## config.mk

```make
export PLATFORM = sky130hd
export DESIGN_NAME = register_scalar_wb_arbiter
export DESIGN_NICKNAME = d
export VERILOG_FILES = /design/src/rtl/register_scalar_wb_arbiter.sv
export SDC_FILE = /design/constraint.sdc
export NUM_CORES = 1
export LEC_CHECK = 0
export CORE_MARGIN = 2
export CORE_UTILIZATION = 30
export DETAILED_ROUTE_END_ITERATION = 8
export HOLD_SLACK_MARGIN = 0.12
export PLACE_DENSITY = 0.68
export SYNTH_ARGS = -nofsm -noshare
export SYNTH_HDL_FRONTEND = slang
export SYNTH_SLANG_ARGS = --single-unit
```

## constraint.sdc

```tcl
create_clock -name clk -period 10.7 [get_ports clk]
set_clock_uncertainty 0.2 [all_clocks]
set_input_delay 3.21 -clock clk [delete_from_list [all_inputs] [get_ports clk]]
set_output_delay 3.21 -clock clk [all_outputs]
set_load 0.01 [all_outputs]
```

## src/rtl/register_scalar_wb_arbiter.sv

```systemverilog
// Round-robin writeback arbiter for the scalar register file write port, with a pending-write scoreboard.
// Optional: define REG_ZERO_HARDWIRED_EN to make register 0 constant zero (no write, never busy).
module register_scalar_wb_arbiter #(
  parameter int unsigned NUM_REQ = 3,
  parameter int unsigned DATA_W  = 32,
  parameter int unsigned ADDR_W  = 4
) (
  input  logic                        clk,
  input  logic                        rst,
  input  logic [NUM_REQ-1:0]          req_valid,
  input  logic [NUM_REQ*ADDR_W-1:0]   req_rd,
  input  logic [NUM_REQ*DATA_W-1:0]   req_wd,
  output logic [NUM_REQ-1:0]          req_ready,
  input  logic                        iss_valid,
  input  logic [ADDR_W-1:0]           iss_rd,
  input  logic [ADDR_W-1:0]           RS1,
  input  logic [ADDR_W-1:0]           RS2,
  input  logic [ADDR_W-1:0]           RS3,
  output logic                        rs1_busy,
  output logic                        rs2_busy,
  output logic                        rs3_busy,
  output logic                        iss_stall,
  output logic [(2**ADDR_W)-1:0]      busy,
  output logic                        wr_enable,
  output logic [ADDR_W-1:0]           RD,
  output logic [DATA_W-1:0]           WD
);

  localparam int unsigned NUM_REGS = 2 ** ADDR_W;
  localparam int unsigned PTR_W    = $clog2(NUM_REQ);

  logic [ADDR_W-1:0]   rd_arr [NUM_REQ];
  logic [DATA_W-1:0]   wd_arr [NUM_REQ];

  logic [PTR_W-1:0]    ptr_q, ptr_d;
  logic                wr_en_q, wr_en_d;
  logic [ADDR_W-1:0]   rd_q, rd_d;
  logic [DATA_W-1:0]   wd_q, wd_d;
  logic [NUM_REGS-1:0] busy_q, busy_d;

  logic                found_c;
  logic [PTR_W-1:0]    gidx_c;
  logic [NUM_REQ-1:0]  grant_c;
  logic [ADDR_W-1:0]   sel_rd_c;
  logic [DATA_W-1:0]   sel_wd_c;
  int unsigned         idx_c;

  for (genvar gi = 0; gi < NUM_REQ; gi++) begin : g_unpack
    assign rd_arr[gi] = req_rd[gi*ADDR_W +: ADDR_W];
    assign wd_arr[gi] = req_wd[gi*DATA_W +: DATA_W];
  end

  // First valid requester at or after the pointer, wrapping; no grant while in reset.
  always_comb begin
    found_c = 1'b0;
    gidx_c  = '0;
    idx_c   = 0;
    if (rst) begin
      for (int unsigned i = 0; i < NUM_REQ; i++) begin
        idx_c = (32'(ptr_q) + i) % NUM_REQ;
        if (!found_c && req_valid[PTR_W'(idx_c)]) begin
          found_c = 1'b1;
          gidx_c  = PTR_W'(idx_c);
        end
      end
    end
    grant_c  = found_c ? (NUM_REQ'(1) << gidx_c) : '0;
    sel_rd_c = rd_arr[gidx_c];
    sel_wd_c = wd_arr[gidx_c];
  end

  assign req_ready = grant_c;

  // Next-state for the write port, pointer and scoreboard.
  always_comb begin
    ptr_d   = ptr_q;
    wr_en_d = 1'b0;
    rd_d    = rd_q;
    wd_d    = wd_q;
    busy_d  = busy_q;
    if (found_c) begin
      wr_en_d = 1'b1;
      rd_d    = sel_rd_c;
      wd_d    = sel_wd_c;
      ptr_d   = (gidx_c == PTR_W'(NUM_REQ - 1)) ? '0 : gidx_c + PTR_W'(1);
`ifdef REG_ZERO_HARDWIRED_EN
      if (sel_rd_c == '0) wr_en_d = 1'b0;
`endif
      busy_d[sel_rd_c] = 1'b0;
    end
    // Issue is applied after the clear so a same-edge set wins.
    if (iss_valid) busy_d[iss_rd] = 1'b1;
`ifdef REG_ZERO_HARDWIRED_EN
    busy_d[0] = 1'b0;
`endif
  end

  always_ff @(posedge clk or negedge rst) begin
    if (!rst) begin
      ptr_q   <= '0;
      wr_en_q <= 1'b0;
      rd_q    <= '0;
      wd_q    <= '0;
      busy_q  <= '0;
    end else begin
      ptr_q   <= ptr_d;
      wr_en_q <= wr_en_d;
      rd_q    <= rd_d;
      wd_q    <= wd_d;
      busy_q  <= busy_d;
    end
  end

  assign wr_enable = wr_en_q;
  assign RD        = rd_q;
  assign WD        = wd_q;
  assign busy      = busy_q;
  assign rs1_busy  = busy_q[RS1];
  assign rs2_busy  = busy_q[RS2];
  assign rs3_busy  = busy_q[RS3];
  assign iss_stall = iss_valid & busy_q[iss_rd];

endmodule

```

After elaboration in Yosys (flattened, before gate mapping) --
Index checks and enable logic that the tools add are counted.
Storage, ports and cells: flip-flop bits (word level) 55, output and inout port bits 60, word-level logic and storage cells 74
Operators by class: add/subtract/negate cells 3, div/mod/pow operators 3, $lt $le $gt $ge 11, equal/unequal tests 1, shift-type cells 1, multiplexer cells 39, bitwise operators 5, reduce and logical (&&, ||, !) cells 6
Operators by type and width (number):
- $bmux 32 s2 | 1
- $mod 32x2->32 const B | 2
- $mux 32 | 2
- $mod 2x2->32 const B | 1
- $mux 16 | 2
- $lt 4x5->1 const B | 5
- $and 16x16->16 | 1
- $bmux 1 s4 | 4
- $mux 1 | 16
- $not 16->16 | 1
- $or 16x16->16 | 1
- $mux 2 | 5
- $lt 2x3->1 const B | 3
- $bmux 4 s2 | 1
- $demux 1 s4 | 2
- $ge 4x1->1 const B | 2
- $mux 4 | 2
- $bmux 1 s2 | 3
- $logic_and 1x1->1 | 4
- $add 2x1->3 const B | 1
- $add 2x2->3 const B | 1
- $ge 3x3->1 const B | 1
- $mux 3 | 1
- $not 2->3 | 1
- other kinds (5) | 6

Logic depth before layout (Yosys ltp) --
depth after elaboration 26, depth in mapped cells 12, mapped depth without buffers 10

Worst setup path after synthesis --
No wires, ideal clock.
path type input -> output, start point input port iss_rd[0], end point output port iss_stall, data arrival time 4.684 ns, data required time 7.290 ns, path slack 2.606 ns, stages on the path 4, path buffers 1, cell sequence clkbuf_1 mux4_2 mux4_2 and2_1
Between the ends: cells in the longest elaborated chain, start to end 3
Ends and longest elaborated chain:
- from (decl) | line 15 | input logic [ADDR_W-1:0] iss_rd,
- $bmux 1 s4 | line 121 | assign iss_stall = iss_valid & busy_q[iss_rd];
- $mux 1 (not written as such) | line 121
- $and 1x1->1 | line 121
- to (decl) | line 22 | output logic iss_stall,
Every way passes these cells. The select of a mux whose other input is x is not followed.

Final worst setup path --
start point input port req_valid[1], end point output port req_ready[0]
Between the ends: cells in the longest elaborated chain, start to end 14, elaborated cells between the ends (all ways) 22, those cells by class 1 x shift; 17 x mux; 4 x reduce/logical
Ends and longest elaborated chain:
- from (decl) | line 10 | input logic [NUM_REQ-1:0] req_valid,
- $bmux 1 s2 | line 61 | if (!found_c && req_valid[PTR_W'(idx_c)]) begin
- $mux 1 (not written as such) | line 61
- $mux 1 | line 61
- $mux 1 | line 58 | if (rst) begin
- $logic_not 1->1 | line 61
- $logic_and 1x1->1 | line 61
- $mux 1 | line 61
- $mux 1 | line 58
- $logic_not 1->1 | line 61
- $logic_and 1x1->1 | line 61
- $mux 2 | line 61
- $mux 2 | line 58
- $shl 1x2->3 | line 67 | grant_c = found_c ? (NUM_REQ'(1) << gidx_c) : '0;
- $mux 3 * | line 67
- to (decl) | line 13 | output logic [NUM_REQ-1:0] req_ready,
Mark *: on every way between the ends. The rest lies on a longest branch, timed or not. The select of a mux whose other input is x is not followed.

==> metrics.yaml <==
start_kind: "input port"
pwr-share-comb_pct: 59.1
holdCritStartpoint: "RD[3]$_DFFE_PN0P_"
final_antenna_net_count: 0
syn-num-nets: 454
first_global_vias: 3364
grt_usage_pct: 19.2
htree_levels: 2
ys_ff_latch: 55
drt-pass1-iter-count: 6
area_delta_synth_final_pct: 64.5
avgSynthCellArea_um2: 10.1
grt_pass1_wl_um: 17500
numCtsBuffers: 5
cp_max_fo: 30
yosysWarnings: 0
clockBufferDepth: 2
crit_start: "req_valid[1]"
cts_sinks: 55
crit-reg2reg-launch: "ptr_q[0]$_DFFE_PN0P_"
period_share_pct: 86.6
power_mw: 1.25
start_util_pct: 31.2
fp.dieH_um: 108
post_drt_wl_per_cell_um: 17.4
status: "finished clean"
worst_slew_pin_slew_ns: 0.843
postPlaceCellArea_um2: 5270
vias_per_cell: 5.24
wl_um: 11100
fin_area_um2: 5350
setup_slack_ns: 1.43
ys.flop_type: "dfrtp_1"
pin_count: 190
required_ns: 7.29
critical_path_class: "input port to primary output"
grt_max_degree: 44
clk_pin_slew_ns: 0.08
dp_hpwl_um: 8700
synth_edf_count: 0
ctsResizeCount: 0
p_per_area_nw_per_um2: 234
fmax_mhz: 108
synth_area_leaders: "dfrtp_1, mux4_2, nand2_1"
gp_congestion: 0.891
postCtsHoldBufs: 0
synth_top_area_share_pct: 42.4
hold_class: "flip-flop to flip-flop"
clockRootBuffer: "clkbuf_8"
antenna_found_initial: 0
ys_types: 41
p_int_uw: 757
slew_viol_final: 0
ys_top_cells_by_count: "nand2_1, dfrtp_1, o21ai_1, nor2_1, mux4_2"
arrival_ns: 5.86
die_w_um: 108
cp-end-kind: "primary output"
synth_area_um2: 3250
place_ws_ns: 1.45
fin_tns_setup_ns: 0
tritoncts: "done"
switching_share_pct: 39.4
finalHoldViolations: 0
p_clk_share_pct: 8.3
seq_power_share_pct: 32.6
rsz0062_at_grt: "no"
yosys.area.top_type: "dfrtp_1"
period_minus_slack_ns: 9.27
fp.coreArea_um2: 10400
insertedDiodeCount: 0
async_reset_ff_share_pct: 100
maxCapViolations: 0
io_buffers: 189
remaining_drc_errors: 0
post-synth-top-count-cell: "nand2_1"
die_area_um2: 11700
setup_viol: 0
num-nets-final: 634
drive_gt1_share_pct: 9.18
synthCells: 322
fill_cells: 936
drtIter0Drc: 250
num_vias: 3335
clk_latency_ns: 0.30
p_sw_uw: 492
synth_seq_area_share_pct: 42.4
slew_headroom_pct: 43.6
postCtsSetupBuffers: 0
irDropWorstVdd_v: 0.0000991
fp-row-count: 37
grt_overflow: 0
total_leakage_power_nw: 2.12
sequential cells by signal (all words and copies together), names as in the netlist:
signal	flops
WD	32
busy	16
RD	4
ptr_q	2
wr_enable	1
worst max-delay path, stage by stage:
cell	delay, ns
clkdlybuf4s50_1	0.60
nor2_1	0.09
maj3_1	0.36
a211o_1	0.29
buf_4	0.24
nor3_2	0.20
buf_4	0.26
clkdlybuf4s50_1	0.58
area by class of cell:
cell class                      instances  area, um2  area share (%)
Clock inverter                          1       7.51           0.140
Tap cell                              136        170            3.18
Clock buffer                            5       68.8            1.29
Multi-Input combinational cell        236       1760            33.0
Inverter                               10       37.5           0.702
Sequential cell                        55       1380            25.7
Timing Repair Buffer                  194       1920            36.0
routing by layer:
layer / vias to the layer above / share of wire, % / wire [um] / global-route usage (%)
li1: 1581 / - / - / -
met1: 1608 / 41 / 4590 / 25.0
met2: 136 / 51 / 5700 / 32.9
met3: 10 / 5.9 / 659 / 3.74
met4: 0 / 1.5 / 161 / 4.67
met5: - / 0 / 0 / 0
metrics by stage:
| stage | hold slack, ns | utilization (%) | std cells |
|---|---|---|---|
| after floorplan | 0.276 | - | 322 |
| after global routing | 0.345 | 51.3 | 637 |
| after global placement | 0.279 | 50.6 | 631 |
| after detailed placement | 0.283 | 50.6 | 631 |
| after CTS | 0.306 | 51.3 | 637 |
| final | 0.303 | 51.3 | 637 |
kinds of logic (layout without fill, tap and decap cells):
logic type	after synthesis	in the layout	share of synthesized area (%)
muxes	20	20	13.9
DFF	55	55	42.4
AOI/OAI and AO/OA	101	101	23.4
buffers and inverters	31	210	3.81
adders and majority gates	4	4	1.42
xor gates and xnor gates	1	1	0.270
and+or+nand+nor	110	110	14.9
layout by cell type, fill, tap and decap left out, types with 2 or more instances in the layout:
master and instances:
a211o_1 2, a21o_1 7, a21oi_1 4, a222oi_1 19, a22oi_1 13, a31oi_1 13
buf_4 5, clkbuf_8 5, clkdlybuf4s50_1 188, dfrtp_1 55, ha_1 2, inv_1 8
inv_2 2, mux4_2 20, nand2_1 65, nand2b_1 5, nand3_1 6, nand3b_1 3
nor2_1 22, o21ai_0 6, o21ai_1 24, o311a_1 3, o311a_4 2
final timing paths:
check | endpoint | slack [ns] | cells past startpoint
min in group asynchronous | ptr_q[1]$_DFFE_PN0P_ | 2.72 | 1
worst min-delay path | RD[3]$_DFFE_PN0P_ | 0.30 | 2
worst min register to register | RD[3]$_DFFE_PN0P_ | 0.30 | 2
max in group asynchronous | WD[14]$_DFFE_PN0P_ | 6.72 | 2
worst max register to register | busy[3]$_DFF_PN0_ | 7.17 | 9
worst max-delay path | req_ready[0] | 1.43 | 8
power groups by stage:
| stage | logic (mW) | clock network, mW | registers (mW) |
|---|---|---|---|
| 3_5_place_dp | 0.742 | 0 | 0.407 |
| 4_1_cts | 0.743 | 0.109 | 0.406 |
| 5_1_grt | 0.800 | 0.119 | 0.422 |
| 2_1_floorplan | 0.342 | 0 | 0.426 |
| 3_3_place_gp | 0.729 | 0 | 0.408 |
| 6_report | 0.738 | 0.104 | 0.407 |
Power figures use the tool's default switching activity.
